==> config.mk <==
export PLATFORM = sky130hd
export DESIGN_NAME = fir_stream_ctrl
export DESIGN_NICKNAME = d
export VERILOG_FILES = /design/src/rtl/fir_stream_ctrl.sv
export SDC_FILE = /design/constraint.sdc
export NUM_CORES = 1
export LEC_CHECK = 0
export CORE_MARGIN = 2
export CORE_UTILIZATION = 30
export DETAILED_ROUTE_END_ITERATION = 10
export RECOVER_POWER = 25
export SLEW_MARGIN = 25
export SYNTH_ARGS = -nofsm -noshare
export SYNTH_HDL_FRONTEND = slang
export SYNTH_SLANG_ARGS = --single-unit
==> constraint.sdc <==
create_clock -name clk -period 4.4 [get_ports clk]
set_clock_uncertainty 0.1 [all_clocks]
set_input_delay 1.1 -clock clk [delete_from_list [all_inputs] [get_ports clk]]
set_output_delay 1.1 -clock clk [all_outputs]
set_load 0.02 [all_outputs]
==> src/rtl/fir_stream_ctrl.sv <==
// fir_stream_ctrl: streams N_SAMPLES samples from a source BRAM through the 5-tap FIR window into a destination BRAM.
// Latency: sample k is read in S+1+k and its result is written in S+3+FIR_LAT+k; done pulses in S+3+FIR_LAT+N_SAMPLES.
// Backpressure: none; one read and one write per cycle with no gaps, and start is ignored (not queued) outside IDLE.
module fir_stream_ctrl #(
  parameter int N_SAMPLES = 256,
  parameter int ADDR_W    = 8,
  parameter int FIR_LAT   = 2
) (
  input  logic              clk,
  input  logic              rst,
  input  logic              start,
  output logic              busy,
  output logic              done,
  output logic              src_en,
  output logic [ADDR_W-1:0] src_addr,
  input  logic [7:0]        src_rdata,
  output logic [7:0]        x0,
  output logic [7:0]        x1,
  output logic [7:0]        x2,
  output logic [7:0]        x3,
  output logic [7:0]        x4,
  input  logic [7:0]        filt_in,
  output logic              dst_we,
  output logic [ADDR_W-1:0] dst_addr,
  output logic [7:0]        dst_wdata
);

  typedef enum logic [1:0] {IDLE, RUN, DRAIN, DONE} state_t;

  // Stage 0: BRAM data valid, stage 1: window valid, then one stage per filter register.
  localparam int VLD_D = 2 + FIR_LAT;
  localparam logic [ADDR_W-1:0] LAST_IDX = ADDR_W'(N_SAMPLES - 1);

  state_t            state, state_nxt;
  logic [ADDR_W-1:0] rd_cnt, wr_cnt;
  logic [VLD_D-1:0]  stage_vld;
  logic [7:0]        win_dat [5];
  logic              start_acc;

  assign start_acc = (state == IDLE) && start;

  // State register.
  always_ff @(posedge clk or posedge rst) begin
    if (rst) state <= IDLE;
    else     state <= state_nxt;
  end

  // Next state and the per-state strobes.
  always_comb begin
    state_nxt = state;
    busy      = 1'b0;
    done      = 1'b0;
    src_en    = 1'b0;
    case (state)
      IDLE: begin
        if (start) state_nxt = RUN;
      end
      RUN: begin
        busy   = 1'b1;
        src_en = 1'b1;
        if (rd_cnt == LAST_IDX) state_nxt = DRAIN;
      end
      DRAIN: begin
        busy = 1'b1;
        if (dst_we && (wr_cnt == LAST_IDX)) state_nxt = DONE;
      end
      DONE: begin
        done      = 1'b1;
        state_nxt = IDLE;
      end
      default: state_nxt = IDLE;
    endcase
  end

  // Read and write indices; both restart at zero when a run is accepted.
  always_ff @(posedge clk or posedge rst) begin
    if (rst) begin
      rd_cnt <= '0;
      wr_cnt <= '0;
    end else if (start_acc) begin
      rd_cnt <= '0;
      wr_cnt <= '0;
    end else begin
      if (src_en) rd_cnt <= rd_cnt + ADDR_W'(1);
      if (dst_we) wr_cnt <= wr_cnt + ADDR_W'(1);
    end
  end

  // Valid pipeline follows each issued read through BRAM, window and filter stages.
  always_ff @(posedge clk or posedge rst) begin
    if (rst) stage_vld <= '0;
    else     stage_vld <= {stage_vld[VLD_D-2:0], src_en};
  end

  // Tap window: zero pre-history at start, shift in each returned sample.
  always_ff @(posedge clk or posedge rst) begin
    if (rst) begin
      for (int i = 0; i < 5; i++) win_dat[i] <= '0;
    end else if (start_acc) begin
      for (int i = 0; i < 5; i++) win_dat[i] <= '0;
    end else if (stage_vld[0]) begin
      win_dat[0] <= src_rdata;
      for (int i = 1; i < 5; i++) win_dat[i] <= win_dat[i-1];
    end
  end

  assign x0 = win_dat[0];
  assign x1 = win_dat[1];
  assign x2 = win_dat[2];
  assign x3 = win_dat[3];
  assign x4 = win_dat[4];

  assign src_addr  = rd_cnt;
  assign dst_we    = stage_vld[VLD_D-1];
  assign dst_addr  = wr_cnt;
  // Filter result passes through untouched; gated so the bus reads zero between writes.
  assign dst_wdata = dst_we ? filt_in : 8'd0;

endmodule

==> flow_metrics.env, run 1 <==
export IMPL_cts_setup_buffers=0
export IMPL_synth_cell_types=27
export IMPL_io_pins=87
export IMPL_cts_sinks=62
export IMPL_violations="capacitance limit, slew limit"
export IMPL_cts_buffers=9
export IMPL_ctsResizeCount=0
export IMPL_grt_usage_pct=12.5
export IMPL_vias_per_cell=4.54
export IMPL_worst_path_most_repeated_cell="clkdlybuf4s50_1"
export IMPL_core_area_um2=8680
export IMPL_cp_slowest_stage_delay_ns=0.59
export IMPL_max_cap_violations=2
export IMPL_cts_htree_levels=3
export IMPL_port_buffers=86
export IMPL_path_class="in2out"
export IMPL_min_period_over_period_pct=79.0
export IMPL_p_per_area_nw_per_um2=741
export IMPL_critPathTopFamily="buffers and inverters"
export IMPL_drt_first_iter_violations=34
export IMPL_fin_area_um2=3860
export IMPL_final_common_cell="clkdlybuf4s50_1"
export IMPL_hold_buffers=0
export IMPL_vias=1952
export IMPL_final_hold_worst_slack_ns=0.249
export IMPL_place_gp_congestion=0.752
export IMPL_cp_cell_sequence="clkdlybuf4s50_1 > and2_1 > clkdlybuf4s50_1"
export IMPL_synth_yosys_seq_area_share_pct=57.9
export IMPL_hold_class="reg2reg"
export IMPL_synth_ff_latch_count=62
export IMPL_antennaDiodeCount=0
export IMPL_maxSlewViolCount=91
export IMPL_hold_viol_final=0
export IMPL_grt_pass1_wl_um=9770
export IMPL_dieArea_um2=9710
export IMPL_firstDrtPassIters=3
export IMPL_fmax_mhz=288
export IMPL_cpMaxStageDelayCell="clkdlybuf4s50_1"
export IMPL_status="finished with violations"
export IMPL_slew_headroom_pct=-92.8
export IMPL_path_clk_slew_ns=0.07
export IMPL_layout_common_cells="clkdlybuf4s50_1, dfrtp_1, nor2_1"
export IMPL_floorplan_initialDensity_pct=30.9
export IMPL_antenna_found_initial=0
export IMPL_dpl_hpwl_um=3770
export IMPL_num_rows=34
export IMPL_clk_latency_ns=0.33
export IMPL_area_growth_syn_to_layout_pct=44.0
export IMPL_grt_pass1_vias=2045
export IMPL_drive_above_1_share_pct=8.07
export IMPL_syn_area_um2=2680
export IMPL_tightest_slew_ns=2.89
export IMPL_antenna_left=0
export IMPL_chipHeight_um=98.5
export IMPL_grt_max_degree=57
export IMPL_startpoint_type="input port"
export IMPL_synth_nets=256
export IMPL_crit_required_ns=3.20
export IMPL_clock_path_buffers=2
export IMPL_peakVddDrop_v=0.000307
export IMPL_gr_total_overflow=0
export IMPL_yosysWarnings=0
export IMPL_cts_tree="yes"
export IMPL_routed_wl_um=5780
export IMPL_tns_ns=0
export IMPL_remaining_drc_errors=0
export IMPL_crit_arrival_ns=2.28
export IMPL_synth_cells=231
export IMPL_leakage_nw=1.73
export IMPL_finalSetupViolCount=0
export IMPL_rsz0062_at_grt="no"
export IMPL_crit_buf_inv=2
export IMPL_endpoint_kind="primary output"
export IMPL_root_buffer="clkbuf_8"
export IMPL_die_x_um=98.5
export IMPL_synth_avg_cell_area_um2=11.6
export IMPL_period_needed_ns=3.48
export IMPL_worst_path_max_fanout=1
export IMPL_dpl_instance_area_um2=3630
export IMPL_finalNetCount=342
export IMPL_wire_per_inst_um=13.4
[cell usage after synthesis]
library cell	number	share of area, %
nand4_2	2	0.93
buf_2	9	1.7
clkbuf_1	3	0.42
o21ai_0	3	0.56
xnor2_1	3	0.98
mux2i_1	42	16
and3_2	1	0.28
nand2b_1	1	0.23
xor2_1	8	2.6
mux2_4	1	0.56
and2_1	9	2.1
buf_4	1	0.28
o21ai_2	1	0.33
and4_1	1	0.33
nand4_1	4	0.93
ha_1	6	2.8
nand3_2	1	0.37
or3_1	3	0.70
a22oi_1	1	0.28
inv_1	3	0.42
a21oi_1	3	0.56
nand2_1	4	0.56
dfrtp_1	62	58
and3_1	1	0.23
o21ai_1	1	0.19
nand3_1	3	0.56
nor2_1	54	7.6
[registers in the layout (all words and copies together) (netlist names)]
| register | flops |
|---|---|
| src_addr | 8 |
| x4 | 8 |
| state | 2 |
| stage_vld | 4 |
| x1 | 8 |
| x3 | 8 |
| x0 | 8 |
| dst_addr | 8 |
| x2 | 8 |
[metrics by stage]
stage | utilization, % | worst slack (ns) | std cells | power [mW]
6_report | 44.5 | 0.923 | 430 | 2.86
2_1_floorplan | - | 1.66 | 231 | 1.73
5_1_grt | 44.5 | 0.862 | 430 | 3.05
4_1_cts | 44.5 | 0.908 | 430 | 2.88
3_3_place_gp | 41.8 | 0.911 | 414 | 2.28
3_5_place_dp | 41.8 | 0.906 | 414 | 2.29
[worst reg2reg max path, stage by stage, from the launching register on]
cell,delay (ns)
dfrtp_2,0.34
clkbuf_1,2.03
mux2i_1,0.38
nor2_1,0.07
[area by class of cell]
| cell class | count | area (um2) |
|---|---|---|
| Clock buffer | 10 | 138 |
| Clock inverter | 6 | 93.8 |
| Fill cell | 853 | 4820 |
| Inverter | 3 | 12.5 |
| Multi-Input combinational cell | 153 | 1060 |
| Sequential cell | 62 | 1550 |
| Tap cell | 108 | 135 |
| Timing Repair Buffer | 88 | 872 |
[report_power, final]
part           internal (mW)  leakage (nW)  switching, mW
sequential             0.779         0.829          0.184
clock                  0.338         0.113          0.233
combinational          0.658         0.791          0.671
total                   1.77          1.73           1.09
[worst paths after layout]
check	start	end	slack (ns)	cells after the start
worst max-delay path	filt_in[6]	dst_wdata[6]	0.92	3
worst max register to register	stage_vld[0]	x4[6]	1.33	3
min in group asynchronous	rst	x1[5]	1.69	2
worst min-delay path	stage_vld[1]	stage_vld[2]	0.25	0
worst min register to register	stage_vld[1]	stage_vld[2]	0.25	0
max in group asynchronous	rst	stage_vld[0]	1.43	2
[layer usage]
metal | global-route usage [%] | wire, um | vias to the layer above
met4 | 5.06 | 38 | 0
li1 | - | - | 939
met2 | 20.0 | 2810 | 57
met5 | 0 | 0 | -
met1 | 15.7 | 2580 | 952
met3 | 3.83 | 355 | 4
[cells by family (layout without fill, tap and decap cells)]
group           after synthesis  count (layout)  synth area share (%)
compound gates                9               9                  1.91
fa+ha+maj                     6               6                  2.80
xor+xnor                     11              11                  3.59
mux                          43              43                  16.2
buf+inv                      16             107                  2.80
flops                        62              62                  57.9
simple gates                 84              84                  14.8
Note: power is estimated with default switching activity, not from simulation.
==> run 2, diff against run 1 <==
clock period = 3.51 ns   (was 4.4 ns; I/O delays follow)
==> run 2 against run 1 <==
Compared with the run above: the run now ends clean; combinational power rose by 19%; count of clock-buffer cells in the layout increased by 2; first-iteration DRC count increased by 59%; critical path type unchanged; largest cell class unchanged.
==> flow_metrics.env, run 2 (same netlist as run 1, synthesis figures left out) <==
export IMPL_dieArea_um2=9710
export IMPL_drt_first_iter_violations=54
export IMPL_hold_buffers=0
export IMPL_p_per_area_nw_per_um2=909
export IMPL_grt_usage_pct=12.5
export IMPL_cp_slowest_stage_delay_ns=0.61
export IMPL_layoutNonFillerInstCount=430
export IMPL_finalSetupViolCount=0
export IMPL_path_clk_slew_ns=0.07
export IMPL_cpMaxStageDelayCell="clkdlybuf4s50_1"
export IMPL_firstDrtPassIters=4
export IMPL_chipHeight_um=98.5
export IMPL_cp_cell_sequence="clkdlybuf4s50_1 > and2_1 > clkdlybuf4s50_1"
export IMPL_tightest_slew_ns=1.41
export IMPL_tns_ns=0
export IMPL_multi_input_comb_area_um2=1050
export IMPL_finalNetCount=343
export IMPL_rsz0062_at_grt="no"
export IMPL_ctsResizeCount=0
export IMPL_dpl_instance_area_um2=3660
export IMPL_fin_area_um2=3850
export IMPL_startpoint_type="input port"
export IMPL_cts_buffers=9
export IMPL_hold_class="reg2reg"
export IMPL_drive_above_1_share_pct=7.14
export IMPL_endpoint_kind="primary output"
export IMPL_clock_path_buffers=2
export IMPL_vias=1948
export IMPL_maxSlewViolCount=0
export IMPL_hold_viol_final=0
export IMPL_antenna_left=0
export IMPL_port_buffers=86
export IMPL_layout_common_cells="clkdlybuf4s50_1, dfrtp_1, nor2_1"
export IMPL_clk_latency_ns=0.33
export IMPL_floorplan_initialDensity_pct=30.9
export IMPL_fillers=853
export IMPL_final_util_pct=44.3
export IMPL_crit_buf_inv=2
export IMPL_cts_tree="yes"
export IMPL_place_gp_congestion=0.770
export IMPL_fin_total_pwr_mw=3.50
export IMPL_root_buffer="clkbuf_8"
export IMPL_fmax_mhz=329
export IMPL_path_class="in2out"
export IMPL_worst_path_most_repeated_cell="clkdlybuf4s50_1"
export IMPL_peakVddDrop_v=0.000458
export IMPL_io_pins=87
export IMPL_placedCellCount=415
export IMPL_crit_arrival_ns=2.06
export IMPL_min_period_over_period_pct=86.6
export IMPL_grt_pass1_vias=1949
export IMPL_vias_per_cell=4.53
export IMPL_remaining_drc_errors=0
export IMPL_status="finished clean"
export IMPL_worst_path_max_fanout=1
export IMPL_antenna_found_initial=0
export IMPL_cts_setup_buffers=0
export IMPL_final_common_cell="clkdlybuf4s50_1"
export IMPL_area_growth_syn_to_layout_pct=43.4
export IMPL_die_x_um=98.5
export IMPL_period_needed_ns=3.04
export IMPL_antennaDiodeCount=0
export IMPL_leakage_nw=1.74
export IMPL_slew_headroom_pct=5.68
export IMPL_routed_wl_um=5900
export IMPL_cts_htree_levels=3
export IMPL_critPathTopFamily="buffers and inverters"
export IMPL_crit_required_ns=2.53
export IMPL_grt_max_degree=34
export IMPL_wire_per_inst_um=13.7
export IMPL_core_area_um2=8680
export IMPL_gr_total_overflow=0
export IMPL_cts_sinks=62
export IMPL_dpl_hpwl_um=3950
export IMPL_grt_pass1_wl_um=9760
export IMPL_max_cap_violations=0
export IMPL_seq_area_um2=1550
export IMPL_num_rows=34
[run 2: worst register-to-register path, stage by stage (launching register included)]
cell and delay [ns]:
dfrtp_1 1.28, buf_4 0.46, mux2i_1 0.22, nor2_1 0.06
[run 2: final cells by class]
class                   count  area share [%]
multi-input cells         153            27.2
clock inverters             3            1.11
well taps                 108            3.51
inverters                   3           0.293
clock buffers              12            4.29
repair buffers             89            23.2
flip-flops and latches     62            40.3
[run 2: worst paths after layout]
| kind | slack (ns) | cells after the start | end | start |
|---|---|---|---|---|
| worst min register to register | 0.25 | 0 | stage_vld[3] | stage_vld[2] |
| worst max-delay path | 0.47 | 3 | dst_wdata[0] | filt_in[0] |
| worst max register to register | 1.26 | 3 | x0[1] | stage_vld[0] |
| max in group asynchronous | 0.69 | 3 | x0[4] | rst |
| min in group asynchronous | 1.24 | 2 | x2[5] | rst |
| worst min-delay path | 0.25 | 0 | stage_vld[3] | stage_vld[2] |
[run 2: stage by stage]
stage          hold WS (ns)  setup WS [ns]
5_1_grt               0.275          0.264
2_1_floorplan         0.231          0.991
4_1_cts               0.247          0.457
3_5_place_dp          0.235          0.463
6_report              0.248          0.471
3_3_place_gp          0.232          0.466
[run 2: per-layer routing]
| metal | wire (um) | vias up | global-route usage (%) |
|---|---|---|---|
| li1 | - | 946 | - |
| met1 | 2550 | 929 | 15.3 |
| met2 | 2820 | 66 | 20.1 |
| met3 | 471 | 7 | 5.60 |
| met4 | 63 | 0 | 3.79 |
| met5 | 0 | - | 0 |
[run 2: report_power, final]
part           internal, mW  switching [mW]  total, mW
combinational         0.801           0.774       1.58
clock                 0.381           0.268      0.649
sequential            0.974           0.299       1.27
total                  2.16            1.34       3.50
==> run 3, diff against run 2 <==
CAP_MARGIN = 20   (was unset)
CORE_ASPECT_RATIO = 1.75   (was unset)
==> run 3 against run 2 <==
Compared with the run above: the flow now finishes with violations (capacitance limit, slew limit); count of clock-buffer cells in the layout up 4; combinational power is essentially flat; clock power increased by 27%; worst setup slack worse by 0.0093 ns; register-to-register slack got worse by 0.13 ns; first-iteration DRC count rose by 96%; total power grew 5.7%; routed wire length grew 6.7%; die area up 0.31%; critical endpoint unchanged; largest cell class unchanged.
==> flow_metrics.env, run 3 (same netlist as run 1, synthesis figures left out) <==
export IMPL_antennaDiodeCount=0
export IMPL_crit_arrival_ns=2.07
export IMPL_min_period_over_period_pct=86.9
export IMPL_die_x_um=75.5
export IMPL_cts_buffers=9
export IMPL_vias_per_cell=4.52
export IMPL_dpl_hpwl_um=4220
export IMPL_fmax_mhz=328
export IMPL_rr_endpoint="x3[0]"
export IMPL_grt_pass1_wl_um=10100
export IMPL_antenna_found_initial=0
export IMPL_chipHeight_um=129
export IMPL_crit_required_ns=2.53
export IMPL_finalSetupViolCount=0
export IMPL_clock_path_buffers=2
export IMPL_crit_path_end="dst_wdata[0]"
export IMPL_p_per_area_nw_per_um2=940
export IMPL_vias=1987
export IMPL_antenna_left=0
export IMPL_root_buffer="clkbuf_16"
export IMPL_place_gp_congestion=0.732
export IMPL_routed_wl_um=6300
export IMPL_reg2reg_depth=3
export IMPL_tightest_slew_ns=1.70
export IMPL_cp_startpoint="filt_in[0]"
export IMPL_startpoint_type="input port"
export IMPL_rsz0062_at_grt="no"
export IMPL_status="finished with violations"
export IMPL_hold_buffers=0
export IMPL_peakVddDrop_v=0.000362
export IMPL_cts_htree_levels=3
export IMPL_path_class="in2out"
export IMPL_final_hold_worst_slack_ns=0.247
export IMPL_leakage_nw=1.77
export IMPL_endpoint_kind="primary output"
export IMPL_hold_viol_final=0
export IMPL_slew_headroom_pct=-13.3
export IMPL_wire_per_inst_um=14.3
export IMPL_firstDrtPassIters=4
export IMPL_grt_pass1_vias=1985
export IMPL_hold_class="reg2reg"
export IMPL_ctsResizeCount=0
export IMPL_path_clk_slew_ns=0.05
export IMPL_port_buffers=86
export IMPL_drt_first_iter_violations=106
export IMPL_cts_setup_buffers=0
export IMPL_io_pins=87
export IMPL_dieArea_um2=9740
export IMPL_floorplan_initialDensity_pct=30.9
export IMPL_final_common_cell="clkdlybuf4s50_1"
export IMPL_remaining_drc_errors=0
export IMPL_finalNetCount=343
export IMPL_cts_tree="yes"
export IMPL_cts_sinks=62
export IMPL_period_needed_ns=3.05
export IMPL_core_area_um2=8670
export IMPL_max_cap_violations=1
export IMPL_r2r_slack_ns=1.13
export IMPL_tns_ns=0
export IMPL_maxSlewViolCount=33
export IMPL_drive_above_1_share_pct=6.19
export IMPL_violations="capacitance limit, slew limit"
export IMPL_grt_usage_pct=14.0
export IMPL_grt_max_degree=40
export IMPL_worst_path_max_fanout=1
export IMPL_clk_latency_ns=0.32
export IMPL_num_rows=45
export IMPL_reg2reg_from="stage_vld[0]"
export IMPL_layout_common_cells="clkdlybuf4s50_1, dfrtp_1, nor2_1"
export IMPL_area_growth_syn_to_layout_pct=46.6
export IMPL_gr_total_overflow=0
-- run 3: cell count changes in the layout (fill, tap and decap cells not counted) --
cell        change
clkbuf_8        -9
bufinv_16       -1
clkinv_2        -1
clkbuf_16       +9
clkbuf_1        +4
clkinvlp_4      -1
-- run 3: stage by stage --
stage / setup slack (ns) / power (mW) / instance area (um2) / util, % / std cells
floorplan: 0.991 / 2.17 / 2680 / - / 231
finish: 0.462 / 3.70 / 3930 / 45.3 / 440
global placement: 0.460 / 2.88 / 3670 / 42.4 / 424
detailed placement: 0.445 / 2.90 / 3670 / 42.4 / 424
global route: 0.315 / 3.93 / 3930 / 45.3 / 440
CTS: 0.438 / 3.76 / 3960 / 45.6 / 440
-- run 3: where the power goes --
part / switching, mW / internal, mW
clock network: 0.291 / 0.536
registers: 0.311 / 0.975
logic: 0.772 / 0.810
-- run 3: per-layer routing --
layer / wire [um] / GRT usage, % / part of all wire, % / vias to the layer above
met2: 3170 / 22.2 / 50 / 63
met4: 127 / 6.81 / 2.0 / 0
met3: 383 / 4.43 / 6.1 / 8
met1: 2610 / 17.0 / 42 / 976
met5: 0 / 0 / 0 / -
li1: - / - / - / 940
-- run 3: layout make-up --
class | count | area [um2]
clock buffer | 16 | 282
fill | 871 | 4740
inverter | 3 | 11.3
multi-input combinational | 153 | 1050
sequential | 62 | 1550
tap | 117 | 146
timing repair buffer | 89 | 893
-- run 3: how the worst min path moves through the flow --
stage               depth (start not counted)  slack, ns    startpoint            to
CTS                                         0       0.25  stage_vld[1]  stage_vld[2]
global route                                0       0.25  stage_vld[2]  stage_vld[3]
finish                                      0       0.25  stage_vld[1]  stage_vld[2]
detailed placement                          0       0.23  stage_vld[1]  stage_vld[2]
global placement                            0       0.24  stage_vld[1]  stage_vld[2]
floorplan                                   0       0.23  stage_vld[1]  stage_vld[2]
-- run 3: worst max-delay path: stages --
cell and delay, ns:
clkdlybuf4s50_1 0.45, and2_1 0.14, clkdlybuf4s50_1 0.61
==> RTL edit 1: new RTL, flow settings as in run 2 <==
Change the parameter `FIR_LAT` from 2 to 4.
--- a/src/rtl/fir_stream_ctrl.sv
+++ b/src/rtl/fir_stream_ctrl.sv
@@ -5,5 +5,5 @@
   parameter int N_SAMPLES = 256,
   parameter int ADDR_W    = 8,
-  parameter int FIR_LAT   = 2
+  parameter int FIR_LAT   = 4
 ) (
   input  logic              clk,
Behaviour: not the same (a bounded check fails within 10 cycles, from zero or initial values and one cycle with rst high).
==> RTL edit 1 against run 2 <==
  * Register-to-register slack gained 0.07 ns
  * Power shrank 0.17%
  * Area after synthesis grew 1.9%
  * Sequential cell count grew 2
  * Setup slack lost 0.0038 ns
  * Count of clock-buffer cells in the layout grew 1
  * Wire length grew 2.8%
  * Critical path depth is the same
  * Cell area grew 1.6%
  * First-iteration DRC count grew 72%
  * Largest cell class unchanged
  * Highest routed layer unchanged
==> RTL edit 1: results (changes against run 2) <==
<table>
<tr><th>Metric</th><th>Value</th></tr>
<tr><th colspan="2">Critical path</th></tr>
<tr><td>Slack of the worst reg-to-reg path</td><td>1.33 ns (was 1.26 ns)</td></tr>
<tr><th colspan="2">Power and ir drop</th></tr>
<tr><td>Largest vdd supply drop</td><td>0.000366 V (was 0.000458 V)</td></tr>
<tr><td>Internal power</td><td>0.00218 W (was 0.00216 W)</td></tr>
<tr><td>Reported leakage power</td><td>1.76 nW (was 1.74 nW)</td></tr>
<tr><th colspan="2">Drt</th></tr>
<tr><td>Wire length per cell after detailed routing</td><td>14.0 um (was 13.7 um)</td></tr>
<tr><td>Met3 layer wire length in the routed design</td><td>518 um (was 471 um)</td></tr>
<tr><td>Violation count after the first detailed-route iteration</td><td>93 (was 54)</td></tr>
<tr><td>M1 WL</td><td>2.65 mm (was 2.55 mm)</td></tr>
<tr><td>Met2 WL post-DR</td><td>2.85 mm (was 2.82 mm)</td></tr>
<tr><td>Via count normalized by instance count</td><td>4.60 (was 4.53)</td></tr>
<tr><th colspan="2">Synthesis</th></tr>
<tr><td>Most used standard cells in the synthesized netlist</td><td>dfrtp_1 (64), nor2_1 (54), mux2i_1 (42) (was dfrtp_1 (62), nor2_1 (54), mux2i_1 (42))</td></tr>
<tr><td>Synthesized netlist net count</td><td>258 (was 256)</td></tr>
<tr><td>Cell types occupying the most area after synthesis</td><td>dfrtp_1 (59%), mux2i_1 (15%), nor2_1 (7.4%) (was dfrtp_1 (58%), mux2i_1 (16%), nor2_1 (7.6%))</td></tr>
<tr><td>Sequential-to-total area share from yosys stat</td><td>0.586 (was 0.579)</td></tr>
<tr><th colspan="2">Global routing</th></tr>
<tr><td>Wire length of the first global-routing pass</td><td>10.4 mm (was 9.76 mm)</td></tr>
<tr><td>Via count of the first global-routing pass</td><td>2022 (was 1949)</td></tr>
<tr><td>Maximum number of pins on one net before global-route repair</td><td>42 (was 34)</td></tr>
<tr><td>Global router's overall resource usage</td><td>0.132 (was 0.125)</td></tr>
<tr><th colspan="2">Cells and area</th></tr>
<tr><td>Ratio of cells with drive above 1 in the final layout</td><td>0.0677 (was 0.0714)</td></tr>
<tr><td>Number of nets in the layout</td><td>345 (was 343)</td></tr>
<tr><td>Final-layout fill cell count</td><td>874 (was 853)</td></tr>
<tr><th colspan="2">Place</th></tr>
<tr><td>Placer Congestion</td><td>0.723 (was 0.770)</td></tr>
<tr><td>Post-DP HPWL</td><td>4.14 mm (was 3.95 mm)</td></tr>
<tr><th colspan="2">STA</th></tr>
<tr><td>Remaining max-slew budget at the tightest pin</td><td>0.173 (was 0.0568)</td></tr>
<tr><th colspan="2">Hold path</th></tr>
<tr><td>Worst Hold End</td><td>stage_vld[4] (was stage_vld[3])</td></tr>
<tr><td>Hold_sp</td><td>stage_vld[3] (was stage_vld[2])</td></tr>
<tr><th colspan="2">Run status</th></tr>
<tr><td>Outcome</td><td>completed (unchanged)</td></tr>
</table>
[RTL edit 1: cell families (layout without fill, tap and decap cells)]
logic type      count (synthesis)  after routing  share of synthesized area
fa+ha+maj                       6              6                     0.0275
xor+xnor                       11             11                     0.0353
mux                            43             43                      0.159
flops                          64             64                      0.586
buf+inv                        16            108                     0.0275
compound gates                  9              9                     0.0188
simple gates                   84             84                      0.145
[RTL edit 1: layout make-up]
type                       count  area share
clock buffer                  13      0.0381
clock inverter                 3      0.0167
inverter                       3     0.00288
multi-input combinational    153       0.269
sequential                    64       0.410
tap                          108      0.0346
timing repair buffer          89       0.229
[RTL edit 1: worst register-to-register path, cell delays in order, from the launching register on]
cell     delay, ns
dfrtp_1       1.17
buf_4         0.48
mux2i_1       0.24
nor2_1        0.06
[RTL edit 1: worst max-delay path by stage]
stage	from	depth (start not counted)	to	slack (ns)
detailed placement	filt_in[2]	3	dst_wdata[2]	0.46
finish	filt_in[2]	3	dst_wdata[2]	0.47
global route	rst	3	x2[5]	0.28
floorplan	rst	1	dst_addr[0]	0.93
global placement	filt_in[7]	3	dst_wdata[7]	0.48
CTS	filt_in[2]	3	dst_wdata[2]	0.46
[RTL edit 1: metal layers]
metal,vias up,track usage
met2,68,0.204
met3,5,0.0639
met4,0,0.0253
met5,-,0
li1,946,-
met1,973,0.172
[RTL edit 1: metrics by stage]
stage | instance area (sq um) | setup slack, ns | std cells | utilization | total power, W
global route | 3910 | 0.276 | 433 | 0.446 | 0.00374
global placement | 3710 | 0.483 | 417 | 0.424 | 0.00282
CTS | 3930 | 0.459 | 433 | 0.448 | 0.00356
floorplan | 2730 | 0.934 | 233 | - | 0.00215
finish | 3910 | 0.467 | 433 | 0.446 | 0.00349
detailed placement | 3710 | 0.465 | 417 | 0.424 | 0.00285
[RTL edit 1: power by group through the flow]
stage,combinational (W),sequential [W],clock [W]
after global routing,0.00166,0.00132,0.000752
after detailed placement,0.00155,0.00130,0
after floorplan,0.000709,0.00144,0
final,0.00153,0.00127,0.000687
after global placement,0.00153,0.00129,0
after CTS,0.00156,0.00129,0.000715
==> RTL edit 2: new RTL, flow settings as in run 2 <==
Made on the original files. Register the input `filt_in` before use. The logic sees it one clock later. The other inputs are not delayed to match.
--- a/src/rtl/fir_stream_ctrl.sv
+++ b/src/rtl/fir_stream_ctrl.sv
@@ -31,4 +31,10 @@
   localparam int VLD_D = 2 + FIR_LAT;
   localparam logic [ADDR_W-1:0] LAST_IDX = ADDR_W'(N_SAMPLES - 1);
+
+  logic [7:0] filt_q;
+
+  always_ff @(posedge clk) begin
+    filt_q <= filt_in;
+  end
 
   state_t            state, state_nxt;
@@ -115,5 +121,5 @@
   assign dst_addr  = wr_cnt;
   // Filter result passes through untouched; gated so the bus reads zero between writes.
-  assign dst_wdata = dst_we ? filt_in : 8'd0;
+  assign dst_wdata = dst_we ? filt_q : 8'd0;
 
 endmodule
Function: changed (a bounded check fails within 10 cycles, from zero or initial values and one cycle with rst high).
==> RTL edit 2 against run 2 <==
  * Cell count increased by 7.4%
  * Area after synthesis increased by 6.1%
  * Cell area increased by 5.3%
  * Wire length decreased by 0.64%
  * Count of clock-buffer cells in the layout decreased by 1
  * Setup slack improved by 0.19 ns
  * Power increased by 2.8%
  * Sequential cell count increased by 8
  * Critical endpoint is now src_en
==> RTL edit 2: results (changes against run 2) <==
<table>
<tr><th>Metric</th><th>Value</th></tr>
<tr><th colspan="2">Run status</th></tr>
<tr><td>Outcome</td><td>completed (unchanged)</td></tr>
<tr><th colspan="2">Cells and area</th></tr>
<tr><td>Area fraction of clock buffers and clock inverters</td><td>0.0522 (was 0.0540)</td></tr>
<tr><td>Multi-input logic portion of the cell area</td><td>0.260 (was 0.272)</td></tr>
<tr><td>Sequential cell area</td><td>1710 sq um (was 1550 sq um)</td></tr>
<tr><td>Final-layout fill cell count</td><td>889 (was 853)</td></tr>
<tr><td>Number of nets in the layout</td><td>352 (was 343)</td></tr>
<tr><td>Ratio of cells with drive above 1 in the final layout</td><td>0.0783 (was 0.0714)</td></tr>
<tr><td>Antenna Diode Count</td><td>1 (was 0)</td></tr>
<tr><td>Non-clock buffer contribution to total cell area</td><td>0.222 (was 0.232)</td></tr>
<tr><td>Number of non-clock buffers</td><td>90 (was 89)</td></tr>
<tr><th colspan="2">Synthesis</th></tr>
<tr><td>Sequential-to-total area share from yosys stat</td><td>0.602 (was 0.579)</td></tr>
<tr><td>Xor and xnor area share after synthesis</td><td>0.0339 (was 0.0359)</td></tr>
<tr><td>Seq cells post-synth</td><td>70 (was 62)</td></tr>
<tr><td>Multiplexer fraction of the synthesized cell area</td><td>0.153 (was 0.162)</td></tr>
<tr><td>Async set-reset flop share out of synthesis</td><td>0.886 (was 1.00)</td></tr>
<tr><td>Mean post-synth cell area</td><td>11.9 sq um (was 11.6 sq um)</td></tr>
<tr><td>Synthesized netlist net count</td><td>264 (was 256)</td></tr>
<tr><td>Cell types occupying the most area after synthesis</td><td>dfrtp_1 (55%), mux2i_1 (15%), nor2_1 (7.1%) (was dfrtp_1 (58%), mux2i_1 (16%), nor2_1 (7.6%))</td></tr>
<tr><th colspan="2">Drt</th></tr>
<tr><td>Routed WL</td><td>5.87 mm (was 5.90 mm)</td></tr>
<tr><td>Via count normalized by instance count</td><td>4.29 (was 4.53)</td></tr>
<tr><th colspan="2">Power and ir drop</th></tr>
<tr><td>Reported leakage power</td><td>1.80 nW (was 1.74 nW)</td></tr>
<tr><td>Clock power share</td><td>0.184 (was 0.186)</td></tr>
<tr><th colspan="2">Critical path</th></tr>
<tr><td>Data arrival at the endpoint of the critical path</td><td>1.87 ns (was 2.06 ns)</td></tr>
<tr><th colspan="2">Place</th></tr>
<tr><td>Number of placed instances with taps included</td><td>445 (was 415)</td></tr>
<tr><th colspan="2">Global routing</th></tr>
<tr><td>Antenna violations before repair</td><td>1 (was 0)</td></tr>
</table>
[RTL edit 2: changes by cell type after synthesis]
cell	run 2	this run
o21ai_2	1	2
dfxtp_1	0	8
o21ai_1	1	0
[RTL edit 2: layer usage]
layer / vias up / global-route usage / wire length (um)
met3: 8 / 0.0462 / 334
met1: 953 / 0.160 / 2700
met4: 0 / 0.0405 / 76
met5: - / 0 / 0
met2: 45 / 0.192 / 2750
li1: 974 / - / -
[RTL edit 2: worst paths after layout]
kind | start | endpoint | slack (ns) | cells past startpoint
setup / recovery | state[1] | src_en | 0.66 | 3
hold / removal | stage_vld[2] | stage_vld[3] | 0.25 | 0
setup reg to reg | stage_vld[0] | x0[6] | 1.23 | 3
hold reg to reg | stage_vld[2] | stage_vld[3] | 0.25 | 0
max in group asynchronous | rst | stage_vld[1] | 0.99 | 3
min in group asynchronous | rst | x0[3] | 1.21 | 2
